File: src/rtl/rgb888_to_rgb565_frame_writer.sv
// rgb888_to_rgb565_frame_writer: RGB888 to RGB565/BGR565/gray565 converter with frame-buffer address generation.
// Define RGB565_ROUND_EN for round-to-nearest with saturation instead of truncation.
module rgb888_to_rgb565_frame_writer #(
  parameter int H_ACTIVE    = 320,
  parameter int V_ACTIVE    = 408,
  parameter int LINE_STRIDE = 320,
  parameter int BASE_ADDR   = 0,
  parameter int ADDR_WIDTH  = 17
) (
  input  logic                  iClk,
  input  logic                  iRst_n,
  input  logic [23:0]           i_data_rgb888,
  input  logic                  i_valid,
  input  logic                  i_sof,
  input  logic [1:0]            i_mode,
  output logic                  o_ready,
  output logic [ADDR_WIDTH-1:0] o_addr,
  output logic [15:0]           o_data,
  output logic                  o_valid,
  input  logic                  i_ready,
  output logic                  o_last,
  output logic                  o_frame_done,
  output logic                  o_err_sof
);
  localparam int XW = $clog2(H_ACTIVE + 1);
  localparam int YW = $clog2(V_ACTIVE + 1);
  typedef enum logic [1:0] {IDLE, RUN, FLUSH} state_t;
  state_t                state_q;
  logic [XW-1:0]         x_q, x_d, cx;
  logic [YW-1:0]         y_q, y_d, cy;
  logic [ADDR_WIDTH-1:0] addr_q, addr_d, ca;
  logic [1:0]            mode_q, md;
  logic                  accept, sof, take, x_end, last, xfer;
  logic [7:0]            r, g, b, y8;
  logic [15:0]           ysum, pix;
  function automatic logic [4:0] q5(input logic [7:0] v);
`ifdef RGB565_ROUND_EN
    logic [8:0] s;
    s = 9'(v) + 9'd4;
    return s > 9'd255 ? 5'd31 : 5'(s >> 3);
`else
    return 5'(v >> 3);
`endif
  endfunction
  function automatic logic [5:0] q6(input logic [7:0] v);
`ifdef RGB565_ROUND_EN
    logic [8:0] s;
    s = 9'(v) + 9'd2;
    return s > 9'd255 ? 6'd63 : 6'(s >> 2);
`else
    return 6'(v >> 2);
`endif
  endfunction
  always_comb begin
    o_ready = state_q != FLUSH && (!o_valid || i_ready);
    accept  = i_valid && o_ready;
    sof     = accept && i_sof;
    take    = sof || (accept && state_q == RUN);
    xfer    = o_valid && i_ready;
    // a sof pixel always restarts the raster at (0,0), even mid-frame
    cx      = sof ? '0 : x_q;
    cy      = sof ? '0 : y_q;
    ca      = sof ? ADDR_WIDTH'(BASE_ADDR) : addr_q;
    md      = sof ? i_mode : mode_q;
    x_end   = cx == XW'(H_ACTIVE - 1);
    last    = x_end && cy == YW'(V_ACTIVE - 1);
    x_d     = x_end ? '0 : cx + XW'(1);
    y_d     = x_end ? cy + YW'(1) : cy;
    addr_d  = ca + (x_end ? ADDR_WIDTH'(LINE_STRIDE - H_ACTIVE + 1) : ADDR_WIDTH'(1));
    r       = i_data_rgb888[23:16];
    g       = i_data_rgb888[15:8];
    b       = i_data_rgb888[7:0];
    ysum    = 16'd77 * 16'(r) + 16'd150 * 16'(g) + 16'd29 * 16'(b);
    y8      = 8'(ysum >> 8);
    pix     = md == 2'b01 ? {q5(b), q6(g), q5(r)} :
              md == 2'b10 ? {q5(y8), q6(y8), q5(y8)} : {q5(r), q6(g), q5(b)};
  end
  always_ff @(posedge iClk or negedge iRst_n) begin
    if (!iRst_n) begin
      state_q      <= IDLE;
      x_q          <= '0;
      y_q          <= '0;
      addr_q       <= '0;
      mode_q       <= 2'b00;
      o_valid      <= 1'b0;
      o_addr       <= '0;
      o_data       <= '0;
      o_last       <= 1'b0;
      o_frame_done <= 1'b0;
      o_err_sof    <= 1'b0;
    end else begin
      o_frame_done <= state_q == FLUSH && xfer;
      o_err_sof    <= sof && state_q == RUN;
      if (take) begin
        o_valid <= 1'b1;
        o_addr  <= ca;
        o_data  <= pix;
        o_last  <= last;
        x_q     <= x_d;
        y_q     <= y_d;
        addr_q  <= addr_d;
        mode_q  <= md;
        state_q <= last ? FLUSH : RUN;
      end else if (xfer) begin
        o_valid <= 1'b0;
        o_last  <= 1'b0;
        if (state_q == FLUSH) begin
          state_q <= IDLE;
          x_q     <= '0;
          y_q     <= '0;
          addr_q  <= '0;
        end
      end
    end
  end
endmodule

File: config.mk
export PLATFORM = sky130hd
export DESIGN_NAME = rgb888_to_rgb565_frame_writer
export DESIGN_NICKNAME = d
export VERILOG_FILES = /design/src/rtl/rgb888_to_rgb565_frame_writer.sv
export SDC_FILE = /design/constraint.sdc
export NUM_CORES = 1
export LEC_CHECK = 0
export ABC_CLOCK_PERIOD_IN_PS = 3130
export CORE_MARGIN = 10
export CORE_UTILIZATION = 48
export CTS_CLUSTER_DIAMETER = 50
export CTS_CLUSTER_SIZE = 10
export DETAILED_ROUTE_END_ITERATION = 8
export PLACE_DENSITY = 0.76
export SYNTH_ARGS = -nofsm -noshare
export SYNTH_HDL_FRONTEND = slang
export SYNTH_SLANG_ARGS = --single-unit
File: constraint.sdc
create_clock -name iClk -period 3.13 [get_ports iClk]
set_input_delay 0.313 -clock iClk [delete_from_list [all_inputs] [get_ports iClk]]
set_output_delay 0.313 -clock iClk [all_outputs]
set_load 0.01 [all_outputs]
==> qor.csv, run 1 <==
stage,metric,value,unit
outcome,outcome,"finished, violations left",
outcome,failing checks,setup timing,
worst_setup_path,worst path required time,3.38,ns
sta,crit share post-route,192,%
placed_design,Routability Congestion,0.835,
die,core area,13900,um^2
worst_setup_path,Worst Reg2Reg Path Length in Cells,11,
clock_network,Root Buffer Master,clkbuf_16,
route,average wire per standard cell,17.0,um
die,# rows,43,
final_layout,Ant. Diodes,0,
final_layout,post-route non-filler standard cell count,1065,
final_layout,P&R area growth vs syn,33.9,%
hold_path,worst hold path type,in2async,
worst_setup_path,critical path arrival,6.25,ns
power,peak supply drop,0.000938,V
sta,final setup fails,16,
yosys,Synth Flop Type,dfrtp_1,
sta,WHS,0.109,ns
global_routing,Total Routing Usage GR,18.5,%
yosys,commonest cells in the netlist,"inv_1, ha_1, dfrtp_1, nand2_1, fa_1",
yosys,Synth Instances,718,
final_layout,share of the core filled with cells,65.8,%
route,wire length on met2,8510,um
global_routing,pin count of the biggest net entering global routing,77,
placed_design,port bufs,68,
route,met3 WL,957,um
clock_network,CTS tree,built,
global_routing,first-pass GRT wire length,30400,um
yosys,syn_area_per_cell,9.54,um^2
worst_setup_path,Crit Path Class,in2reg,
worst_setup_path,kind of cell adding the most delay to the critical path,adder cells,
placed_design,hpwl dp,13700,um
yosys,number of synthesized flops with an enable pin,0,
yosys,largest area contributor in the netlist,dfrtp_1,
route,via count,5858,
global_routing,number of global-route vias before repair,6218,
die,die area,19400,um^2
route,number of remaining DRC errors,0,
route,Highest Signal Layer,met4,
global_routing,grt ovf,0,
clock_network,Max Root-Sink Buffers,2,
die,Initial Utilization,49.1,%
sta,Highest Clock Rate,167,MHz
yosys,synthesis-stage register bit count,76,
route,drt first pass iters,7,
job,max-cap viol count,0,
worst_setup_path,flop2flop setup slack,0.40,ns
die,Die X-Extent,139,um
route,Via density,5.50,
power,Final Power,10500,uW
final_layout,fillers,1090,
clock_network,H-tree depth,3,
sta,Tmin final,6.00,ns
sta,TNS Setup,-43.09,ns
worst_setup_path,worst r2r src,state_q[0],
sta,clk_skew,0.00548,ns
worst_setup_path,maximum net fanout on the critical path,4,
final_layout,fraction of layout cells with a size suffix above 1,21.9,%
die,Die Y,139,um
worst_setup_path,Worst setup SP type,primary input,
global_routing,initial antenna violation count,0,
sta,Slew @ Worst Pin,0.943,ns
sta,setup ws final,-2.87,ns
worst_setup_path,Critical path origin,i_data_rgb888[11],
power,P_leak,0.00445,uW
worst_setup_path,CP Capture Type,register,
sta,Slew headroom,37.1,%
yosys,most numerous cell in the Yosys netlist,inv_1,
yosys,post-synth top area share,27.8,%
route,Starting DRT DRC Count,520,
yosys,"Seq/Total Area, Yosys",27.8,%
route,final wirelength,18100,um
worst_setup_path,Slowest cell on crit path,fa_1,
yosys,Post-Syn Nets,891,
clock_network,CTS Sinks,76,
yosys,Yosys warnings,0,
worst_setup_path,crit path capture,o_data[15],
yosys,Netlist cell types,67,
sta,count of final max-slew check failures,0,
yosys,main area contributors after synthesis,"dfrtp_1, fa_1, ha_1",
yosys,Post-Syn Area,6850,um^2
placed_design,Placed Cells incl. Taps,1029,
clock_network,# hold bufs at CTS,0,
yosys,asr flop ratio synth,100,%
clock_network,clock slew at reported path FFs,0.06,ns
worst_setup_path,crit path buf inv count,4,
route,wl on met1,8420,um
worst_setup_path,most used cell along the critical path,fa_1,
worst_setup_path,CP max stage delay,0.51,ns
sta,RSZ-0062 raised after global routing,true,
die,Ports,69,
worst_setup_path,Levels on crit path,25,
clock_network,Num CTS Buffers,9,
final_layout,fin nets,1053,
route,Final ANT Viol Nets,0,
worst_setup_path,reg-to-reg endpoint,y_q[7],
power,pwr/cell area,1140,nW/um^2
clock_network,Clock Latency Late Sink,0.34,ns
sta,Final Hold Viols,0,
worst min-delay path by stage:
stage	end	from	slack (ns)
after floorplan	addr_q[0]	iRst_n	0.02
after global placement	o_data[2]	o_data[2]	0.46
after detailed placement	o_data[2]	o_data[2]	0.48
after CTS	o_addr[12]	iRst_n	0.16
after global routing	o_addr[12]	iRst_n	0.21
final	o_addr[12]	iRst_n	0.11
metrics by stage:
| stage | setup WS, ns | instance area (um^2) |
|---|---|---|
| final | -2.87 | 9170 |
| after global routing | -3.06 | 9170 |
| after CTS | -2.89 | 9070 |
| after detailed placement | -3.76 | 8490 |
| after global placement | -3.62 | 8490 |
| after floorplan | -2.80 | 7040 |
kinds of logic (layout without fill, tap and decap cells):
family                   count (synthesis)  after routing  share of synthesized area (%)
AND/OR/NAND/NOR                        197            197                           14.2
AO/OA/AOI/OAI                          150            150                           14.7
adder cells (fa/ha/maj)                142            142                           32.0
buffers and inverters                  121            288                           6.69
flip-flops                              76             76                           27.8
XOR/XNOR                                16             16                           2.05
multiplexers                            16             16                           2.54
timing repair:
item	4_1_cts	5_1_grt
setup buffers	17	3
resized for setup	49	19
setup endpoints to repair	16	16
pin swaps	38	35
state kept, by name, summed over array words and instances (netlist names), 2 cells and up:
name / flops
y_q: 9
o_addr: 17
addr_q: 17
o_data: 16
x_q: 9
mode_q: 2
state_q: 2
layout by cell type (no fill, tap or decap), types with 4 or more instances in the layout:
| master | instances |
|---|---|
| a211o_1 | 4 |
| a21o_1 | 10 |
| a21oi_1 | 26 |
| a21oi_2 | 6 |
| a221oi_1 | 8 |
| a22o_1 | 7 |
| a31oi_1 | 4 |
| a32o_1 | 6 |
| and2_1 | 8 |
| and3_1 | 9 |
| buf_4 | 101 |
| buf_6 | 4 |
| clkbuf_16 | 9 |
| clkdlybuf4s50_1 | 60 |
| dfrtp_1 | 76 |
| fa_1 | 55 |
| ha_1 | 69 |
| ha_4 | 16 |
| inv_1 | 94 |
| inv_2 | 8 |
| mux2i_1 | 14 |
| nand2_1 | 59 |
| nand2b_1 | 9 |
| nand3_1 | 14 |
| nand4_1 | 7 |
| nor2_1 | 52 |
| nor2b_1 | 6 |
| nor3_1 | 5 |
| o21ai_0 | 12 |
| o21ai_1 | 23 |
| o22ai_1 | 4 |
| o31ai_1 | 6 |
| xnor2_1 | 6 |
| xor2_1 | 8 |
cell type report:
cell class                 count  area, um^2  share of cell area, %
timing repair buffer         170        1440                   15.8
clock inverter                 6         113                   1.23
clock buffer                  10         229                   2.50
inverter                     102         383                   4.18
multi-input combinational    521        4870                   53.1
tap                          180         225                   2.46
sequential                    76        1900                   20.7
worst reg2reg max path: stages (launching register included):
cell,delay [ns]
dfrtp_1,0.39
nand2b_1,0.23
nand4_4,0.16
and2_1,0.14
ha_1,0.19
nand3_2,0.13
or2_4,0.30
or3_4,0.40
nor3_4,0.27
a31oi_1,0.12
o21ai_1,0.17
o41ai_2,0.09
power by group:
group / leakage (uW) / switching [uW] / internal, uW / total (uW)
Clock: 0.000167 / 414 / 780 / 1190
Combinational: 0.00328 / 3870 / 4130 / 8000
Sequential: 0.000998 / 141 / 1150 / 1300
per-layer routing:
| layer | GRT usage (%) | up-vias |
|---|---|---|
| met5 | 0 | - |
| met4 | 3.68 | 0 |
| met3 | 3.61 | 21 |
| met2 | 30.5 | 154 |
| met1 | 24.7 | 2876 |
| li1 | - | 2807 |
(Power assumes the default switching activity.)
==> run 2, diff against run 1 <==
--- a/config.mk
+++ b/config.mk
@@ -8,9 +8,9 @@
 export ABC_CLOCK_PERIOD_IN_PS = 3130
 export CORE_MARGIN = 10
-export CORE_UTILIZATION = 48
+export CORE_UTILIZATION = 53
 export CTS_CLUSTER_DIAMETER = 50
 export CTS_CLUSTER_SIZE = 10
 export DETAILED_ROUTE_END_ITERATION = 8
-export PLACE_DENSITY = 0.76
+export PLACE_DENSITY = 0.82
 export SYNTH_ARGS = -nofsm -noshare
 export SYNTH_HDL_FRONTEND = slang
==> constraint.sdc (replaced) <==
create_clock -name iClk -period 3.13 [get_ports iClk]
set_input_delay 0.939 -clock iClk [delete_from_list [all_inputs] [get_ports iClk]]
set_output_delay 0.939 -clock iClk [all_outputs]
set_load 0.01 [all_outputs]
==> run 2 against run 1 <==
Wire length is 13% higher. Sequential power barely moved. Non-clock buffer count is 20 higher. Critical endpoint is now o_data[6]. Flip-flop and latch count stayed put. Core utilization grew 9.0 points. Power increased by 15%. Worst setup slack got worse by 0.68 ns. Clock skew decreased by 0.00094 ns. Register-to-register slack gained 0.17 ns. Hold slack improved by 0.39 ns. Fmax decreased by 10%. The run still ends with setup timing left. Design area rose by 2.9%.
==> qor.csv, run 2 (synthesis results as in run 1) <==
stage,metric,value,unit
route,via count,6309,
worst_setup_path,Crit Path Class,in2reg,
worst_setup_path,crit path buf inv count,6,
power,Sequential Power Share,11.0,%
power,P_leak,0.00456,uW
worst_setup_path,CP max stage delay,0.57,ns
power,Combinational Power Share,80.1,%
final_layout,"commonest non-fill, non-tap cell in the layout",buf_4,
clock_network,CTS tree,built,
placed_design,port bufs,68,
route,number of remaining DRC errors,0,
route,final wirelength,20500,um
placed_design,hpwl dp,15300,um
sta,clk_skew,0.00454,ns
sta,RSZ-0062 raised after global routing,true,
route,average wire per standard cell,19.0,um
sta,count of final max-slew check failures,0,
worst_setup_path,critical path arrival,6.90,ns
final_layout,fraction of layout cells with a size suffix above 1,24.9,%
final_layout,biggest regs,"addr_q: 17 flops, o_addr: 17 flops, o_data: 16 flops",
final_layout,share of the core filled with cells,74.7,%
route,Starting DRT DRC Count,498,
worst_setup_path,kind of cell adding the most delay to the critical path,adder cells,
clock_network,Clock Latency Late Sink,0.34,ns
worst_setup_path,most used cell along the critical path,fa_1,
final_layout,P&R area growth vs syn,37.7,%
global_routing,grt ovf,0,
route,drt first pass iters,5,
power,clock network power share,8.9,%
sta,Slew @ Worst Pin,0.957,ns
sta,Final Hold Viols,0,
final_layout,most frequent cells in the layout,"buf_4, inv_1, dfrtp_1, ha_1",
sta,crit share post-route,213,%
placed_design,Routability Congestion,0.952,
worst_setup_path,maximum net fanout on the critical path,4,
die,die area,17900,um^2
final_layout,fin nets,1073,
worst_setup_path,Worst setup SP type,primary input,
power,pwr/cell area,1280,nW/um^2
global_routing,pin count of the biggest net entering global routing,77,
clock_network,CTS Sinks,76,
sta,final setup fails,16,
die,Die X-Extent,134,um
sta,Highest Clock Rate,150,MHz
final_layout,Ant. Diodes,0,
die,# rows,41,
power,peak supply drop,0.00121,V
die,Initial Utilization,54.3,%
clock_network,Num CTS Buffers,9,
outcome,outcome,"finished, violations left",
worst_setup_path,CP Capture Type,register,
global_routing,Total Routing Usage GR,22.3,%
global_routing,initial antenna violation count,0,
outcome,failing checks,setup timing,
power,Net Sw Frac,45.9,%
job,max-cap viol count,0,
route,Via density,5.86,
sta,Tmin final,6.68,ns
clock_network,# hold bufs at CTS,0,
die,core area,12600,um^2
route,Final ANT Viol Nets,0,
worst_setup_path,worst path required time,3.35,ns
clock_network,clock slew at reported path FFs,0.06,ns
clock_network,H-tree depth,3,
global_routing,number of global-route vias before repair,6711,
power,switching pwr,5560,uW
die,Die Y,134,um
sta,Slew headroom,36.2,%
power,internal power,6550,uW
clock_network,Root Buffer Master,clkbuf_16,
clock_network,Max Root-Sink Buffers,2,
worst_setup_path,Slowest cell on crit path,fa_2,
die,Ports,69,
hold_path,worst hold path type,reg2reg,
global_routing,first-pass GRT wire length,32500,um
sta,setup ws final,-3.55,ns
power,Final Power,12100,uW
==> run 2: cell type report <==
cell class	count	area (um^2)
clock buffer	10	239
clock inverter	6	71.3
fill	812	3190
inverter	102	383
multi-input combinational	521	4990
sequential	76	1900
tap	172	215
timing repair buffer	190	1640
==> run 2: per-layer routing <==
| layer | wire, um | global-route usage, % | part of all wire, % |
|---|---|---|---|
| met4 | 1110 | 10.1 | 5.4 |
| met1 | 7590 | 24.4 | 37 |
| met3 | 1230 | 4.89 | 6.0 |
| met2 | 10600 | 40.1 | 52 |
| met5 | 0 | 0 | 0 |
==> run 2: final timing paths <==
| path | from | end | slack, ns | depth (start not counted) |
|---|---|---|---|---|
| setup / recovery | i_data_rgb888[11] | o_data[6] | -3.55 | 25 |
| hold reg to reg | state_q[1] | state_q[1] | 0.50 | 1 |
| hold / removal | state_q[1] | state_q[1] | 0.50 | 1 |
| max in group asynchronous | iRst_n | o_data[6] | 1.76 | 1 |
| setup reg to reg | state_q[0] | o_last | 0.57 | 11 |
| min in group asynchronous | iRst_n | o_addr[4] | 0.74 | 1 |
==> run 2: what timing repair did <==
| action | in CTS | in global routing |
|---|---|---|
| gates resized for setup | 46 | 42 |
| pin swaps | 30 | 36 |
| setup endpoints to repair | 17 | 17 |
| buffers inserted | 8 | 6 |
==> run 2: power by group through the flow <==
stage | Sequential [uW] | Combinational, uW | Clock (uW)
after floorplan | 1340 | 3970 | 0
after global placement | 1330 | 6150 | 0
after detailed placement | 1330 | 6740 | 0
after CTS | 1320 | 7430 | 1080
after global routing | 1340 | 10400 | 1120
final | 1330 | 9700 | 1070
==> run 2: stage by stage <==
step                std cells  hold slack (ns)  setup TNS [ns]  setup WS [ns]  cell area, um^2
floorplan                 718            0.457          -51.25          -3.42             7110
global route             1077            0.531          -57.45          -3.72             9430
CTS                      1071            0.501          -54.72          -3.54             9190
detailed placement       1047            0.488          -69.97          -4.45             8730
finish                   1077            0.500          -54.73          -3.55             9430
global placement         1047            0.471          -65.62          -4.21             8730
